File: src/rtl/status_commit.sv
// Architectural status register (compressed), DF, SAHF/POPF/CLC/STC/CMC/CLD/STD commit path.
// Optional DF storage enabled by defining STATUS_DF_EN.
module status_commit #(
  parameter int unsigned TIMEOUT = 15
) (
  input  logic        clk,
  input  logic        rst,
  input  logic        cmd_valid,
  output logic        cmd_ready,
  input  logic [5:0]  cmd_op,
  input  logic [7:0]  data_in,
  input  logic        stall,
  output logic [6:0]  status_out,
  output logic        df_out,
  output logic [7:0]  ah_image,
  output logic [15:0] flags_image,
  output logic        busy,
  output logic        err
);

  localparam logic [5:0] CMD_CLC  = 6'h01;
  localparam logic [5:0] CMD_STC  = 6'h02;
  localparam logic [5:0] CMD_CMC  = 6'h03;
  localparam logic [5:0] CMD_CLD  = 6'h04;
  localparam logic [5:0] CMD_STD  = 6'h05;
  localparam logic [5:0] CMD_SAHF = 6'h06;
  localparam logic [5:0] CMD_POPF = 6'h07;

  localparam int unsigned OF = 6, SF = 5, CF = 4, ZF = 3, AF = 2, PF = 1, IFL = 0;
  localparam logic [7:0] CNT_LAST = 8'(TIMEOUT - 1);

  typedef enum logic {IDLE, POPF_HI} state_t;

  state_t      state_q, state_d;
  logic [7:0]  cnt_q, cnt_d;
  // Shadow keeps only the low-beat bits that reach the status register: {SF,ZF,AF,PF,CF}.
  logic [4:0]  shadow_q, shadow_d;
  logic [6:0]  status_q, status_d;
  logic        err_q, err_d;
  logic        accept;
  logic        exec;
  logic        df_cur;
`ifdef STATUS_DF_EN
  logic        df_q, df_d;
`endif

  assign cmd_ready = !rst && !stall;
  assign accept    = cmd_valid && cmd_ready;

  always_ff @(posedge clk or posedge rst) begin
    if (rst) begin
      state_q  <= IDLE;
      cnt_q    <= '0;
      shadow_q <= '0;
      status_q <= '0;
      err_q    <= 1'b0;
`ifdef STATUS_DF_EN
      df_q     <= 1'b0;
`endif
    end else begin
      state_q  <= state_d;
      cnt_q    <= cnt_d;
      shadow_q <= shadow_d;
      status_q <= status_d;
      err_q    <= err_d;
`ifdef STATUS_DF_EN
      df_q     <= df_d;
`endif
    end
  end

  always_comb begin
    state_d  = state_q;
    cnt_d    = cnt_q;
    shadow_d = shadow_q;
    status_d = status_q;
    err_d    = 1'b0;
    exec     = 1'b0;
`ifdef STATUS_DF_EN
    df_d     = df_q;
`endif
    unique case (state_q)
      IDLE: begin
        if (accept) begin
          if (cmd_op == CMD_POPF) begin
            shadow_d = {data_in[7], data_in[6], data_in[4], data_in[2], data_in[0]};
            cnt_d    = '0;
            state_d  = POPF_HI;
          end else begin
            exec = 1'b1;
          end
        end
      end
      POPF_HI: begin
        if (accept) begin
          state_d  = IDLE;
          shadow_d = '0;
          if (cmd_op == CMD_POPF) begin
            status_d = {data_in[3], shadow_q[4], shadow_q[0], shadow_q[3],
                        shadow_q[2], shadow_q[1], data_in[1]};
`ifdef STATUS_DF_EN
            df_d     = data_in[2];
`endif
          end else begin
            err_d = 1'b1;
            exec  = 1'b1;
          end
        end else if (cnt_q == CNT_LAST) begin
          err_d    = 1'b1;
          shadow_d = '0;
          state_d  = IDLE;
        end else if (cnt_q != 8'hFF) begin
          cnt_d = cnt_q + 8'd1;
        end
      end
      default: state_d = IDLE;
    endcase

    // Single-beat opcodes share one path so an aborting command behaves exactly as in IDLE.
    if (exec) begin
      unique case (cmd_op)
        CMD_CLC:  status_d[CF] = 1'b0;
        CMD_STC:  status_d[CF] = 1'b1;
        CMD_CMC:  status_d[CF] = ~status_q[CF];
`ifdef STATUS_DF_EN
        CMD_CLD:  df_d = 1'b0;
        CMD_STD:  df_d = 1'b1;
`endif
        CMD_SAHF: begin
          status_d[SF] = data_in[7];
          status_d[ZF] = data_in[6];
          status_d[AF] = data_in[4];
          status_d[PF] = data_in[2];
          status_d[CF] = data_in[0];
        end
        default: ;
      endcase
    end
  end

`ifdef STATUS_DF_EN
  assign df_cur = df_q;
`else
  assign df_cur = 1'b0;
`endif

  always_comb begin
    busy        = (state_q == POPF_HI);
    err         = err_q;
    status_out  = status_q;
    df_out      = df_cur;
    ah_image    = {status_q[SF], status_q[ZF], 1'b0, status_q[AF], 1'b0,
                   status_q[PF], 1'b1, status_q[CF]};
    flags_image = {4'b0000, status_q[OF], df_cur, status_q[IFL], 1'b0,
                   status_q[SF], status_q[ZF], 1'b0, status_q[AF], 1'b0,
                   status_q[PF], 1'b1, status_q[CF]};
  end

endmodule
File: config.mk
export PLATFORM = sky130hd
export DESIGN_NAME = status_commit
export DESIGN_NICKNAME = d
export VERILOG_FILES = /design/src/rtl/status_commit.sv
export SDC_FILE = /design/constraint.sdc
export NUM_CORES = 1
export LEC_CHECK = 0
export CAP_MARGIN = 20
export CORE_UTILIZATION = 48
export DETAILED_ROUTE_END_ITERATION = 8
export PLACE_DENSITY = 0.9
export SLEW_MARGIN = 40
export SYNTH_ARGS = -nofsm -noshare
export SYNTH_HDL_FRONTEND = slang
export SYNTH_SLANG_ARGS = --single-unit
File: constraint.sdc
create_clock -name clk -period 3.9 [get_ports clk]
set_clock_uncertainty 0.2 [all_clocks]
set_input_delay 0.78 -clock clk [delete_from_list [all_inputs] [get_ports clk]]
set_output_delay 0.78 -clock clk [all_outputs]
set_load 0.02 [all_outputs]
== Word-level counts from Yosys, hierarchy flattened ==
Index checks and enable logic that the tools add are counted.

* $add $sub $neg: 1
* Eq/ne operators: 13
* Multiplexer cells: 28
* Bitwise logic cells: 2
* Reductions and logical operators: 7

{| class="wikitable"
|+ Operators by type and width
! operator !! number
|-
| 8-bit 2-to-1 mux || 5
|-
| 5-bit 2-to-1 mux || 5
|-
| 6-bit 2-to-1 mux || 3
|-
| 8-bit case mux with 2 select lines || 1
|-
| 6-bit by 2-bit == test with 1-bit output (second input constant) || 2
|-
| 6-bit by 3-bit == test with 1-bit output (second input constant) || 2
|-
| 1-bit 2-to-1 mux || 10
|-
| 5-bit case mux with 2 select lines || 1
|-
| 8-bit by 1-bit adder with 8-bit output (second input constant) || 1
|-
| 8-bit by 4-bit == test with 1-bit output (second input constant) || 1
|-
| 2-bit inequality test (second input constant) || 4
|-
| 8-bit inequality test (second input constant) || 1
|-
| 6-bit by 1-bit == test with 1-bit output (second input constant) || 1
|-
| 3-bit AND reduction || 2
|-
| 5-bit AND reduction || 1
|-
| 1-bit case mux with 4 select lines || 1
|-
| 3-bit 2-to-1 mux || 1
|-
| 3-bit by 1-bit inequality test with 1-bit output (second input constant) || 1
|-
| 1-bit logical AND || 2
|-
| 1-bit zero test || 2
|-
| 2-bit by 1-bit inequality test with 1-bit output (second input constant) || 1
|-
| 1-bit NOT || 2
|-
| 1-bit case mux with 2 select lines || 1
|}

* Register bits: 22
* Output and inout port bits: 35
* Logic and storage cells: 57

== Longest topological paths before layout ==
* Depth after elaboration: 7
* Gate-level depth with buffers: 6

== Least setup slack after synthesis ==
OpenSTA, ideal clock, no wires.

* Path type: input to register
* Start: in rst
* End: reg status_q[5], in the netlist status_out[5]
* Arrival time: 1.885 ns
* Setup slack: 1.678 ns
* Stages: 5
* Cell sequence: or3b_2 -> buf_2 -> nor3_4 -> a31o_2 -> a21oi_1

* Word-level cells in the longest chain between the ends: 7
* Elaborated cells on any way between the ends: 8
* Classes of those cells: 5 x mux; 3 x reduce/logical

{| class="wikitable"
|+ Ends and longest elaborated chain
! element !! line !! text
|-
| start, declared || 7 || <nowiki>input logic rst,</nowiki>
|-
| 1-bit zero test (no source line) (*) || n/a ||
|-
| 1-bit logical AND (*) || 47 || <nowiki>assign cmd_ready = !rst && !stall;</nowiki>
|-
| 1-bit logical AND (*) || 48 || <nowiki>assign accept = cmd_valid && cmd_ready;</nowiki>
|-
| 6-bit 2-to-1 mux || 95 || <nowiki>if (accept) begin</nowiki>
|-
| 6-bit 2-to-1 mux || 82 || <nowiki>unique case (state_q)</nowiki>
|-
| 1-bit 2-to-1 mux || 121 || <nowiki>unique case (cmd_op)</nowiki>
|-
| 5-bit 2-to-1 mux (*) || 120 || <nowiki>if (exec) begin</nowiki>
|-
| via status_d[5] || 38 || <nowiki>logic [6:0] status_q, status_d;</nowiki>
|-
| end signal, assigned || 64 || <nowiki>status_q <= status_d;</nowiki>
|-
| end, declared || 38 ||
|}

Mark *: on every way through the listed nets, which the timed path passes. The rest lies on a longest branch.
A chain may end at the register's enable or synchronous reset.

== Final worst setup path ==
* Start: in rst
* End: out cmd_ready

* Word-level cells in the longest chain between the ends: 2

{| class="wikitable"
|+ Ends and longest elaborated chain
! element !! line !! text
|-
| 1-bit zero test (no source line) || n/a ||
|-
| 1-bit logical AND || 47 ||
|-
| end, declared || 9 || <nowiki>output logic cmd_ready,</nowiki>
|}

No other way between the ends.

==> impl_metrics.csv <==
group,metric,value,unit
finish,antenna_cells,0,
route,vias,1238,
global_route,grt_use_total,20.7,%
job,cap_violations,0,
synth,synthArstFlopShare,100,%
synth,ys_ff_latch,22,
sta,maxSlewViolCount,0,
route,drt_wl_total,3.20,mm
setup_path,cp-end-kind,"output port",
clocking,clk_pin_slew,0.11,ns
route,drt_iter0_drc,43,
finish,syn2layout_area_growth,19.5,%
floorplanning,die_w,57.2,um
global_route,antenna_found_initial,0,
floorplanning,row_count,19,
placed_design,hpwlAfterDp,2.39,mm
synth,syn_area_per_cell,9.44,um^2
synth,synth.top_cells.by_area,"dfrtp_1, buf_4, a22o_1",
sta,timing.hold.ws,0.334,ns
global_route,grt_pass1_vias,1203,
synth,yosysTopAreaCellShare,37.6,%
clocking,cts_max_path_buffers,2,
floorplanning,design.core.area,2830,um^2
clocking,h-tree-depth,1,
synth,yosysUniqueCellTypes,51,
placed_design,place.gp.congestion,0.855,
worst_hold_path,hold_class,"flop to flop",
setup_path,cp.required,2.92,ns
floorplanning,start_util,51.7,%
sta,setup_viol,0,
global_route,gr-total-overflow,0,
sta,fin_tns_setup,0,ns
clocking,clkLatencyLatePin,0.32,ns
placed_design,dpl-instance-area,1710,um^2
global_route,grt_pass1_wl,5.26,mm
sta,timing.fmax,0.330,GHz
synth,synth_area_leader_cell,"dfrtp_1",
route,vias_per_cell,5.95,
synth,synth-edff-count,0,
setup_path,r2r_slack,1.54,ns
synth,ys_warn_count,0,
clocking,cts_buffers,3,
power_and_ir_drop,ir_drop,162,uV
sta,timing.final.crit_share,77.8,%
sta,worst_slew_pin_slew,0.689,ns
finish,drive_gt1_share,10.7,%
setup_path,arrival,2.05,ns
route,first_pass_iters,7,
setup_path,cp-start-kind,"input port",
finish,finalNetCount,198,
sta,post-route-min-period,3.03,ns
synth,seq_area_frac_synth,37.6,%
setup_path,crit_fanout,4,
run_status,violations,"design-rule violations",
synth,synthCells,155,
run_status,outcome,"finished, violations left",
clocking,post-cts-setup-buffer-count,0,
placed_design,port_buffers,38,
sta,rsz0062_at_grt,"false",
synth,syn_area,1460,um^2
power_and_ir_drop,powerDensity,280,nW/um^2
route,ant_nets,0,
floorplanning,ios,53,
clocking,cts_resized,0,
global_route,grt_max_degree,23,
sta,hold_violations,0,
sta,maxSlewHeadroom,54.1,%
finish,final_area,1750,um^2
clocking,cts.hold.buffers_added,0,
power_and_ir_drop,p_leak,0.713,nW
synth,synth_common_cells,"buf_4, dfrtp_1, nand2_1",
clocking,clockRootBuffer,"clkbuf_4",
route,drc_errors,5,
clocking,cts_tree,"built",
floorplanning,die_area,3270,um^2
route,wire_per_inst,15.4,um
synth,synthFlopType,"dfrtp_1",
setup_path,crit_type,"input port to output port",
synth,yosys.cell_count.top_type,"buf_4",
floorplanning,die_y,57.2,um
clocking,clock-sinks,22,
## cell families (layout without fill, tap and decap cells)
logic type,after synthesis,count (layout),share of synthesized area [%]
flops,22,22,37.6
fa+ha+maj,2,2,1.71
buf+inv,36,47,15.7
compound gates,39,39,21.5
mux,4,4,2.91
other cells,2,13,0.513
simple gates,50,50,20.0
## critical path, cell delays in order
cell and delay [ns]:
clkdlybuf4s50_1 0.48, nor2_1 0.17, clkdlybuf4s50_1 0.62
## registers in the layout, indices dropped and copies added, names as in the netlist
register and count:
status_out 7, busy 1, shadow_q 5, err 1, cnt_q 8
## report_power, final
group	internal, mW	switching (mW)	leakage [nW]	total, mW
sequential	0.240	0.0147	0.299	0.255
clock	0.0572	0.0712	0.0210	0.128
combinational	0.0491	0.0583	0.394	0.107
total	0.346	0.144	0.713	0.490
## layout by cell type, fill, tap and decap left out, types with 2 or more instances in the layout
master           synthesis  routed
a211oi_1                 3       3
a21oi_1                  4       4
a22o_1                   5       5
a31oi_1                  2       2
and2_1                   2       2
clkbuf_4                 0       3
clkdlybuf4s50_1          0      38
conb_1                   2      13
dfrtp_1                 22      22
ha_1                     2       2
inv_1                    5       4
mux2_2                   2       2
mux2i_1                  2       2
nand2_1                 10      10
nand3_1                  5       5
nand4_1                  3       3
nor2_1                   7       7
nor3_1                   8       8
nor4b_1                  3       3
o21ai_0                  2       2
o22ai_1                  4       4
o31ai_1                  2       2
o41ai_1                  2       2
## final cells by class
class,instances,area (um^2)
clock buffer,4,36.3
fill,242,1080
timing repair buffer,38,380
multi-input combinational,108,724
sequential,22,551
inverter,5,18.8
tap,31,38.8
## worst paths after layout
| path | start | endpoint | depth (start not counted) |
|---|---|---|---|
| setup / recovery | rst | cmd_ready | 3 |
| min in group asynchronous | rst | status_out[0] | 2 |
| hold / removal | shadow_q[3] | shadow_q[3] | 1 |
| max in group asynchronous | rst | shadow_q[0] | 2 |
| hold reg to reg | shadow_q[3] | shadow_q[3] | 1 |
| setup reg to reg | cnt_q[0] | shadow_q[3] | 6 |
## through the flow
step	utilization, %	cells	setup slack [ns]	power (mW)
2_1_floorplan	-	166	1.68	0.337
3_3_place_gp	60.5	204	0.900	0.361
3_5_place_dp	60.5	204	0.890	0.367
4_1_cts	61.8	208	0.884	0.496
5_1_grt	61.8	208	0.817	0.513
6_report	61.8	208	0.865	0.490
## routing by layer
metal	track usage [%]	part of all wire (%)	up-vias
met2	38.5	54	42
met3	2.72	4.5	8
li1	-	-	586
met1	23.5	39	602
met4	9.41	1.6	0
met5	0	0	-
Power figures use the tool's default switching activity.
